===== config.mk =====
export PLATFORM = sky130hd
export DESIGN_NAME = ch376_io_decoder
export DESIGN_NICKNAME = d
export VERILOG_FILES = /design/src/rtl/ch376_io_decoder.sv
export SDC_FILE = /design/constraint.sdc
export NUM_CORES = 1
export LEC_CHECK = 0
export ABC_AREA = 1
export CAP_MARGIN = 10
export CORE_MARGIN = 2
export CORE_UTILIZATION = 25
export DETAILED_ROUTE_END_ITERATION = 6
export HOLD_SLACK_MARGIN = 0.08
export PLACE_DENSITY = 0.53
export SYNTH_ARGS = -nofsm -noshare
export SYNTH_HDL_FRONTEND = slang
export SYNTH_SLANG_ARGS = --single-unit

===== constraint.sdc =====
create_clock -name clk -period 1.6 [get_ports clk]
set_input_delay 0.32 -clock clk [delete_from_list [all_inputs] [get_ports clk]]
set_output_delay 0.32 -clock clk [all_outputs]
set_load 0.01 [all_outputs]

===== src/rtl/ch376_io_decoder.sv =====
// MSX I/O decoder for the CH376: a zero-latency chip select and BUSDIR for the bus,
// plus synchronised, edge-detected access pulses and a latched port select for local logic.
module ch376_io_decoder #(
   parameter logic [7:0] BASE_ADDR   = 8'h10,
   parameter int         SYNC_STAGES = 2
) (
   input  logic       clk,
   input  logic       rst_n,
   input  logic [7:0] address,
   input  logic       iorq_n,
   input  logic       rd_n,
   input  logic       wr_n,
   output logic       cs,
   output logic       busdir,
   output logic       port_sel,
   output logic       rd_pulse,
   output logic       wr_pulse
);

   localparam logic [6:0] BASE_HI = BASE_ADDR[7:1];

   logic match;
   logic rd_acc;
   logic wr_acc;

   logic [SYNC_STAGES-1:0] rd_sync_q, rd_sync_d;
   logic [SYNC_STAGES-1:0] wr_sync_q, wr_sync_d;
   logic [SYNC_STAGES-1:0] a0_sync_q, a0_sync_d;
   logic                   rd_hist_q, rd_hist_d;
   logic                   wr_hist_q, wr_hist_d;
   logic                   rd_pulse_q, rd_pulse_d;
   logic                   wr_pulse_q, wr_pulse_d;
   logic                   port_sel_q, port_sel_d;
   logic                   rd_rise;
   logic                   wr_rise;

   // Bus-facing outputs stay purely combinational so the MSX slot sees no clock latency.
   always_comb begin
      match  = (address[7:1] == BASE_HI);
      rd_acc = match & ~iorq_n & ~rd_n;
      wr_acc = match & ~iorq_n & ~wr_n;
      cs     = ~(match & ~iorq_n);
      busdir = ~rd_acc;
   end

   always_comb begin
      rd_sync_d  = {rd_sync_q[SYNC_STAGES-2:0], rd_acc};
      wr_sync_d  = {wr_sync_q[SYNC_STAGES-2:0], wr_acc};
      a0_sync_d  = {a0_sync_q[SYNC_STAGES-2:0], address[0]};
      rd_hist_d  = rd_sync_q[SYNC_STAGES-1];
      wr_hist_d  = wr_sync_q[SYNC_STAGES-1];
      rd_rise    = rd_sync_q[SYNC_STAGES-1] & ~rd_hist_q;
      wr_rise    = wr_sync_q[SYNC_STAGES-1] & ~wr_hist_q;
      rd_pulse_d = rd_rise;
      wr_pulse_d = wr_rise;
      // A0 travels through its own chain so it is aligned with the access that caused the pulse.
      port_sel_d = (rd_rise | wr_rise) ? a0_sync_q[SYNC_STAGES-1] : port_sel_q;
   end

   always_ff @(posedge clk or negedge rst_n) begin
      if (!rst_n) begin
         rd_sync_q  <= '0;
         wr_sync_q  <= '0;
         a0_sync_q  <= '0;
         rd_hist_q  <= 1'b0;
         wr_hist_q  <= 1'b0;
         rd_pulse_q <= 1'b0;
         wr_pulse_q <= 1'b0;
         port_sel_q <= 1'b0;
      end else begin
         rd_sync_q  <= rd_sync_d;
         wr_sync_q  <= wr_sync_d;
         a0_sync_q  <= a0_sync_d;
         rd_hist_q  <= rd_hist_d;
         wr_hist_q  <= wr_hist_d;
         rd_pulse_q <= rd_pulse_d;
         wr_pulse_q <= wr_pulse_d;
         port_sel_q <= port_sel_d;
      end
   end

   assign rd_pulse = rd_pulse_q;
   assign wr_pulse = wr_pulse_q;
   assign port_sel = port_sel_q;

endmodule


# Yosys cells after proc, flatten, opt, wreduce, memory -nomap -nowiden
# Cells that the tools add are included.
# op_classes
n_eq_ne	1
bitwise_logic	13
# op_table
op	n
equality test 7 x 4 -> 1 bit (second input constant)	1
NOT 1 bit	7
bitwise AND 1 bit	5
bitwise OR 1 bit	1
# word_totals
reg_bits	11
in_bits	13
output_inout_bits	5
wordCells	22

# Logic depth before layout (Yosys ltp)
# Gate-level depths: netlist of the first run.
# logic_depth
ltp_word	4
depth_mapped	5
ltp_nobuf	5

# Worst setup path after synthesis of the first run
# No wires, ideal clock.
# synth_path
path_type	input port to output port
from	in address[5]
to	out busdir
arrival_time_ns	0.655
required_ns	1.280
slack_ns	0.625
path_stages	4
path_cell_list	inv_1 nand2_1 nor2_2 nand3b_1
# synth_via
elab_chain_cells	4
# synth_lines
item	line	rtl
start, declared	9	input logic [7:0] address,
equality test 7 x 4 -> 1 bit	39	match = (address[7:1] == BASE_HI);
bitwise AND 1 bit (2 in series)	40	rd_acc = match & ~iorq_n & ~rd_n;
NOT 1 bit	43	busdir = ~rd_acc;
end, declared	14	output logic busdir,
# Every way passes these cells.

# Final worst setup path of the first run
# layout_path
from	in address[1]
to	out busdir
# The elaborated chain is that of the path after synthesis.

==> results of run 1 <==
[per-stage QoR]
step | power [mW] | cell area (sq um)
after floorplan | 0.301 | 389
after global placement | 0.342 | 594
after detailed placement | 0.343 | 594
after CTS | 0.533 | 616
after global routing | 0.544 | 611
final | 0.517 | 611
[cells in the mapped netlist]
| cell | number | area share, % |
|---|---|---|
| dfrtp_1 | 11 | 71 |
| inv_1 | 11 | 11 |
| nand2_1 | 9 | 8.7 |
| nand2_2 | 1 | 1.6 |
| nand3_1 | 1 | 1.3 |
| nand3b_1 | 1 | 1.9 |
| nor2_1 | 2 | 1.9 |
| nor2_2 | 2 | 3.2 |
[cell type report]
cell class | instances | area (sq um) | area share (%)
clock buffers | 4 | 26.3 | 4.30
inverters | 11 | 41.3 | 6.76
multi-input cells | 16 | 72.6 | 11.9
flip-flops and latches | 11 | 275 | 45.1
well taps | 16 | 20.0 | 3.28
repair buffers | 19 | 175 | 28.7
[final timing paths]
kind,start,end,slack (ns),cells past startpoint
min reg2reg,wr_sync_q[0]$_DFF_PN0_,wr_sync_q[1]$_DFF_PN0_,0.35,0
min in group asynchronous,rst_n,wr_hist_q$_DFF_PN0_,0.38,1
max in group asynchronous,rst_n,port_sel$_DFFE_PN0P_,0.90,1
min,wr_sync_q[0]$_DFF_PN0_,wr_sync_q[1]$_DFF_PN0_,0.35,0
max reg2reg,wr_sync_q[1]$_DFF_PN0_,port_sel$_DFFE_PN0P_,0.86,4
max,address[1],busdir,0.10,6
[flip-flops by register name, summed over array words and instances, names as in the netlist]
name / cells
wr_sync_q: 2
wr_hist_q: 1
rd_pulse: 1
a0_sync_q: 2
wr_pulse: 1
port_sel: 1
rd_hist_q: 1
rd_sync_q: 2
[critical path: cells and delay by family]
| kind | cells | cell delay [ns] |
|---|---|---|
| and+or+nand+nor | 3 | 0.28 |
| buffers and inverters | 3 | 0.58 |
[per-layer routing]
layer | up-vias | wire (microns) | track usage [%]
met5 | - | 0 | 0
met4 | 0 | 6 | 9.09
met3 | 2 | 63 | 2.50
met2 | 18 | 272 | 13.4
met1 | 116 | 235 | 6.33
li1 | 152 | - | -
[power groups by stage]
stage               sequential [mW]  clock (mW)  combinational (mW)
floorplan                     0.291           0              0.0102
global placement              0.290           0              0.0523
detailed placement            0.290           0              0.0531
CTS                           0.285       0.195              0.0530
finish                        0.285       0.180              0.0517
global route                  0.286       0.200              0.0579
[timing repair]
item,4_1_cts,5_1_grt
gates resized for setup,6,1
setup endpoints to repair,2,1
pin swaps,1,0
[cells by family after synthesis]
kind of cell	Yosys count
buffers and inverters	11
and+or+nand+nor	16
DFF	11
==> results.ini, run 1 <==
[outcome]
outcome = complete, no violations

[route]
wire_per_inst_microns = 7.51
ant_nets = 0
drtIter0Drc = 0
route.final.wire_length_microns = 578
drc = 0
dr.pass1.iters = 1
vias = 288
via_per_inst = 3.74

[worst_setup_path]
cpMaxStageDelayCell = clkdlybuf4s50_1
cp.required_ns = 1.28
end_kind = primary output
arrival_ns = 1.18
path_cells = clkdlybuf4s50_1, inv_1, nand2_1, nor2_2, nand3b_1, buf_2
max_stage_delay_ns = 0.39
cp-start-kind = primary input
critPathKind = in2out
critPathMaxFanout = 2

[logic_synthesis]
syn_nets = 51
synth_area_per_cell_sq_um = 10.2
ys_types = 8
synthMuxAreaShare_pct = 0
synth_compound_area_share_pct = 0
synth_simple_gate_area_share_pct = 18.6
synth_warnings = 0
synth_top_family_by_area = simple AND/OR/NAND/NOR gates
netlist_area_sq_um = 389
yosys_register_bits = 11
synthXorXnorAreaFrac_pct = 0
yosysSeqAreaShare_pct = 70.7
syn_inst = 38
synth-adder-area-share_pct = 0

[sta]
drv_slew = 0
setup_viol = 0
setup_tns_ns = 0
whs_ns = 0.352
max_slew_margin_pct = 68.6
finalCritPeriodShare_pct = 93.5
hold_viol = 0
worst_slack_ns = 0.103
fmax_mhz = 668
tightest_slew_ns = 0.470
finalClockSkew_ns = 0.00618
rsz0062_at_grt = no
fin_crit_ns = 1.50

[clock_network]
cts_tree = done
cts_root_buffer = clkbuf_4
cts_buffers = 3
hold_buffers = 0
cts_sinks = 11
clk_latency_ns = 0.26
clk_pin_slew_ns = 0.07
cts.htree.levels = 1
postCtsSetupBuffers = 0
cts_buffer_depth = 2

[global_route]
grt_max_degree = 12
grt_pass1_wl_microns = 1010
grt_pass1_vias = 311
globalRoute.totalOverflow = 0
track_usage_pct = 7.80
antenna_found_initial = 0

[floorplanning]
ios = 18
fp-row-count = 14
core_sq_um = 1490
dieArea_sq_um = 1890
start_util_pct = 26.1
die_w_microns = 43.5
die_h_microns = 43.5

[cells_and_area]
post-route-util_pct = 41.0
area_growth_syn_to_layout_pct = 56.9
final_cell_mix = 15 x clkdlybuf4s50_1, 11 x inv_1, 11 x dfrtp_1, 9 x nand2_1, 3 x clkbuf_4
final_nets = 75
n_antenna_cell = 0
nFillCells = 147
final_common_cell = clkdlybuf4s50_1
drive_above_1_share_pct = 16.4
final_cells = 77

[placement]
place_ws_ns = -0.246
dpl.hpwl_microns = 463
dp_cells = 73
gp_congestion = 0.662
port_buffers = 17

[hold_path]
hold_path_class = reg2reg

[pwr]
seq_power_share_pct = 55.2
p_sw_mw = 0.102
powerDensity_nw_per_um2 = 846
combPwrFrac_pct = 10.0
clkPwrFrac_pct = 34.8
p_leak_nw = 0.328
p_int_mw = 0.415
ir_worst_vdd_mv = 0.209
netSwitchingFraction_pct = 19.8

[flow_run]
max_cap_viol_count = 0

(Power assumes the default switching activity.)
==> run 2: changes to the inputs <==
==> constraint.sdc (replaced) <==
create_clock -name clk -period 1.8 [get_ports clk]
set_input_delay 0.36 -clock clk [delete_from_list [all_inputs] [get_ports clk]]
set_output_delay 0.36 -clock clk [all_outputs]
set_load 0.01 [all_outputs]
==> results.ini, run 2 (synthesis gave the netlist of run 1 again) <==
[outcome]
outcome = complete, no violations

[floorplanning]
core_sq_um = 1490  ; unchanged
ios = 18  ; unchanged
die_h_microns = 43.5  ; unchanged
start_util_pct = 26.1  ; unchanged
dieArea_sq_um = 1890  ; unchanged
fp-row-count = 14  ; unchanged
die_w_microns = 43.5  ; unchanged

[clock_network]
cts_buffers = 3  ; unchanged
clk_pin_slew_ns = 0.07  ; about the same
hold_buffers = 0  ; unchanged
cts_sinks = 11  ; unchanged
cts_root_buffer = clkbuf_4
clk_latency_ns = 0.26  ; about the same
cts.htree.levels = 1  ; unchanged
cts_buffer_depth = 2  ; unchanged
cts_tree = done

[route]
drtIter0Drc = 0  ; unchanged
wire_per_inst_microns = 7.51  ; unchanged
via_per_inst = 3.87  ; +3.5%
route.final.wire_length_microns = 578  ; unchanged
ant_nets = 0  ; unchanged
drc = 0  ; unchanged
dr.pass1.iters = 1  ; unchanged
vias = 298  ; +3.5%

[cells_and_area]
n_antenna_cell = 0  ; unchanged
reg_top3 = a0_sync_q: 2 flops, rd_sync_q: 2 flops, wr_sync_q: 2 flops
area_growth_syn_to_layout_pct = 58.8
final_common_cell = clkdlybuf4s50_1
nFillCells = 152  ; +3.4%
final_cell_mix = 15 x clkdlybuf4s50_1, 11 x inv_1, 11 x dfrtp_1, 9 x nand2_1, 3 x clkbuf_4
final_nets = 75  ; unchanged
drive_above_1_share_pct = 13.1  ; -3.3 points

[pwr]
ir_worst_vdd_mv = 0.281  ; +34%
powerDensity_nw_per_um2 = 744  ; -12%
p_leak_nw = 0.327  ; -0.42%

[worst_setup_path]
r2r-start = wr_sync_q[1]$_DFF_PN0_
critPathKind = in2out
cpMaxStageDelayCell = clkdlybuf4s50_1
cp-start-kind = primary input
critPathMaxFanout = 2  ; unchanged
ff2ff_path_depth = 4  ; unchanged
r2r_end = port_sel$_DFFE_PN0P_
arrival_ns = 1.37  ; +0.19 ns
cp.required_ns = 1.44  ; +0.16 ns
path_cells = clkdlybuf4s50_1, nand2_1, nor2_2, nand3b_1, dlygate4sd2_1
end_kind = primary output
r2r_setup_slack_ns = 1.06  ; +0.20 ns
max_stage_delay_ns = 0.45  ; +0.06 ns

[placement]
port_buffers = 17  ; unchanged
place_ws_ns = -0.127  ; +0.119 ns
gp_congestion = 0.677  ; +2.3%
dpl.hpwl_microns = 461  ; -0.32%

[sta]
setup_viol = 0  ; unchanged
finalClockSkew_ns = 0.00287  ; -0.00331 ns
whs_ns = 0.350  ; -0.00242 ns
drv_slew = 0  ; unchanged
setup_tns_ns = 0  ; unchanged
max_slew_margin_pct = 68.2  ; -0.31 points
fmax_mhz = 579
tightest_slew_ns = 0.475  ; +0.00470 ns
worst_slack_ns = 0.0731  ; -0.0302 ns
rsz0062_at_grt = no
fin_crit_ns = 1.73
finalCritPeriodShare_pct = 95.9
hold_viol = 0  ; unchanged

[global_route]
track_usage_pct = 8.48  ; +0.69 points
antenna_found_initial = 0  ; unchanged
grt_pass1_vias = 321  ; +3.2%
globalRoute.totalOverflow = 0  ; unchanged
grt_pass1_wl_microns = 1100  ; +9.6%
grt_max_degree = 12  ; unchanged

[hold_path]
hold_end = a0_sync_q[1]$_DFF_PN0_
hold_path_class = reg2reg
worstHoldStart = a0_sync_q[0]$_DFF_PN0_
hold_depth = 0  ; unchanged

[flow_run]
max_cap_viol_count = 0  ; unchanged

[run 2: how the worst max path moves through the flow]
stage | startpoint | to | slack, ns | cells past startpoint
final | address[4] | busdir | 0.07 | 5
after global routing | address[3] | busdir | 0.009 | 6
after CTS | address[4] | busdir | 0.06 | 5
after detailed placement | address[4] | busdir | -0.13 | 5
after global placement | address[4] | busdir | -0.14 | 5
after floorplan | address[5] | busdir | 0.75 | 4
[run 2: per-layer routing]
layer	GRT usage (%)	routed length, microns
met1	7.63	217
met2	14.3	284
met3	2.50	70
met4	9.09	6
met5	0	0
[run 2: layout make-up]
class                   count  area [sq um]  area share [%]
well taps                  16          20.0            3.24
inverters                  11          41.3            6.68
clock buffers               4          26.3            4.25
flip-flops and latches     11           275            44.5
multi-input cells          16          72.6            11.7
repair buffers             19           183            29.6
[run 2: worst max-delay path: cells and delay by family]
| family | cells | cell delay, ns |
|---|---|---|
| buffers and inverters | 2 | 0.73 |
| and+or+nand+nor | 3 | 0.27 |
[run 2: timing repair]
action	in CTS	in global routing
resized for setup	2	0
setup buffers	0	0
endpoints found under the setup margin	2	0
[run 2: report_power, final]
part	switching (mW)	total (mW)	internal [mW]
Combinational	0.0150	0.0463	0.0313
Clock	0.0748	0.160	0.0856
Sequential	0.00168	0.253	0.252
Total	0.0915	0.460	0.368
[run 2: per-stage QoR]
step	total power, mW	cell area, sq um	cells	utilization [%]
after floorplan	0.268	389	38	-
after global placement	0.304	594	73	39.9
after detailed placement	0.305	594	73	39.9
after CTS	0.473	618	77	41.5
after global routing	0.487	618	77	41.5
final	0.460	618	77	41.5
==> run 3: changes to the inputs <==
--- a/config.mk
+++ b/config.mk
@@ -11,7 +11,7 @@
 export CORE_UTILIZATION = 25
 export DETAILED_ROUTE_END_ITERATION = 6
 export HOLD_SLACK_MARGIN = 0.08
-export PLACE_DENSITY = 0.53
 export SYNTH_ARGS = -nofsm -noshare
 export SYNTH_HDL_FRONTEND = slang
 export SYNTH_SLANG_ARGS = --single-unit
+export TNS_END_PERCENT = 10
==> results.ini, run 3 (synthesis gave the netlist of run 1 again) <==
[outcome]
outcome = complete, no violations

[cells_and_area]
final_cells = 77  ; unchanged
post-route-util_pct = 41.5  ; unchanged
area_growth_syn_to_layout_pct = 58.8  ; unchanged
seq_area_sq_um = 275  ; unchanged
final_nets = 75  ; unchanged
reg_top3 = a0_sync_q: 2 flops, rd_sync_q: 2 flops, wr_sync_q: 2 flops
final_common_cell = clkdlybuf4s50_1
multi_input_area_sq_um = 72.6  ; unchanged
drive_above_1_share_pct = 13.1  ; unchanged
nFillCells = 156  ; +2.6%
n_antenna_cell = 0  ; unchanged
final_cell_mix = 15 x clkdlybuf4s50_1, 11 x inv_1, 11 x dfrtp_1, 9 x nand2_1, 3 x clkbuf_4

[global_route]
met3_usage_pct = 5.42  ; +2.9 points
grt_pass1_wl_microns = 1060  ; -4.4%
track_usage_pct = 8.31  ; -0.17 points
busiest_layer = met2
antenna_found_initial = 0  ; unchanged
globalRoute.totalOverflow = 0  ; unchanged
grt_pass1_vias = 296  ; -7.8%
grt_max_degree = 12  ; unchanged
grtUsageMet2_pct = 13.1  ; -1.2 points
met1_usage_pct = 6.32  ; -1.3 points

[sta]
setup_viol = 0  ; unchanged
finalClockSkew_ns = 0.00297  ; +0.0000977 ns
finalCritPeriodShare_pct = 97.4  ; +1.5 points
fmax_mhz = 570  ; -1.5%
tightest_slew_ns = 0.469  ; -0.00538 ns
hold_viol = 0  ; unchanged
worst_slack_ns = 0.0469  ; -0.0262 ns
rsz0062_at_grt = no
setup_tns_ns = 0  ; unchanged
max_slew_margin_pct = 68.6  ; +0.36 points
fin_crit_ns = 1.75  ; +0.0262 ns
drv_slew = 0  ; unchanged

[worst_setup_path]
r2r_end = port_sel$_DFFE_PN0P_
arrival_ns = 1.39  ; +0.02 ns
r2r-start = wr_sync_q[1]$_DFF_PN0_
end_kind = primary output
cp-start-kind = primary input
r2r_setup_slack_ns = 1.05  ; about the same
ff2ff_path_depth = 4  ; unchanged
critPathMaxFanout = 2  ; unchanged
critPathKind = in2out
cp.required_ns = 1.44  ; about the same

[clock_network]
cts.htree.levels = 1  ; unchanged
cts_tree = done
clk_latency_ns = 0.26  ; about the same
cts_root_buffer = clkbuf_4
cts_sinks = 11  ; unchanged
cts_buffers = 3  ; unchanged
cts_buffer_depth = 2  ; unchanged
clk_pin_slew_ns = 0.06  ; about the same
postCtsSetupBuffers = 0  ; unchanged

[hold_path]
worstHoldStart = wr_sync_q[0]$_DFF_PN0_
hold_depth = 0  ; unchanged
hold_end = wr_sync_q[1]$_DFF_PN0_
hold_path_class = reg2reg

[route]
wire_per_inst_microns = 7.97  ; +6.2%
via_per_inst = 3.86  ; -0.34%
drtIter0Drc = 1  ; +1
ant_nets = 0  ; unchanged
vias = 297  ; -0.34%
route.final.wire_length_microns = 614  ; +6.2%
dr.pass1.iters = 3  ; +2
drc = 0  ; unchanged

[pwr]
ir_worst_vdd_mv = 0.197  ; -30%
powerDensity_nw_per_um2 = 739  ; -0.69%
p_leak_nw = 0.327  ; unchanged

[floorplanning]
die_h_microns = 43.5  ; unchanged
dieArea_sq_um = 1890  ; unchanged
ios = 18  ; unchanged
core_sq_um = 1490  ; unchanged
fp-row-count = 14  ; unchanged
start_util_pct = 26.1  ; unchanged
die_w_microns = 43.5  ; unchanged

[placement]
port_buffers = 17  ; unchanged
dpl.hpwl_microns = 500  ; +8.5%
dp_cells = 73  ; unchanged
gp_congestion = 0.624  ; -7.8%
place_ws_ns = -0.142  ; -0.0152 ns

[flow_run]
max_cap_viol_count = 0  ; unchanged

run 3: cell counts in the layout (fill, tap and decap cells not counted):
Identical to the previous run, type by type.
run 3: through the flow:
stage	hold slack [ns]	cell area, sq um	power (mW)
floorplan	0.0644	389	0.268
global placement	0.332	594	0.304
detailed placement	0.337	594	0.306
CTS	0.354	618	0.471
global route	0.355	618	0.489
finish	0.348	618	0.457
run 3: worst max-delay path by stage:
stage / from / end / cells after the start
global placement: address[4] / busdir / 5
global route: address[4] / busdir / 5
detailed placement: address[4] / busdir / 5
finish: address[4] / busdir / 5
CTS: address[4] / busdir / 5
floorplan: address[5] / busdir / 4
run 3: what timing repair did:
action | in CTS | in global routing
hold buffers | 0 | 0
setup endpoints to repair | 2 | 0
resized for setup | 2 | 0
run 3: worst max-delay path: stages:
cell             delay (ns)
clkdlybuf4s50_1        0.45
nand2_1                0.06
nor2_2                 0.14
nand3b_1               0.09
dlygate4sd2_1          0.29
run 3: area by class of cell:
| type | instances | area share, % |
|---|---|---|
| multi-input combinational | 16 | 11.7 |
| tap | 16 | 3.24 |
| timing repair buffer | 19 | 29.6 |
| inverter | 11 | 6.68 |
| sequential | 11 | 44.5 |
| clock buffer | 4 | 4.25 |
run 3: per-layer routing:
layer | up-vias | routed length, microns
li1 | 151 | -
met1 | 126 | 211
met2 | 18 | 298
met3 | 2 | 92
met4 | 0 | 12
met5 | - | 0
run 3: power breakdown:
group	switching, mW	internal, mW
clock	0.0718	0.0854
sequential	0.00161	0.252
combinational	0.0149	0.0314
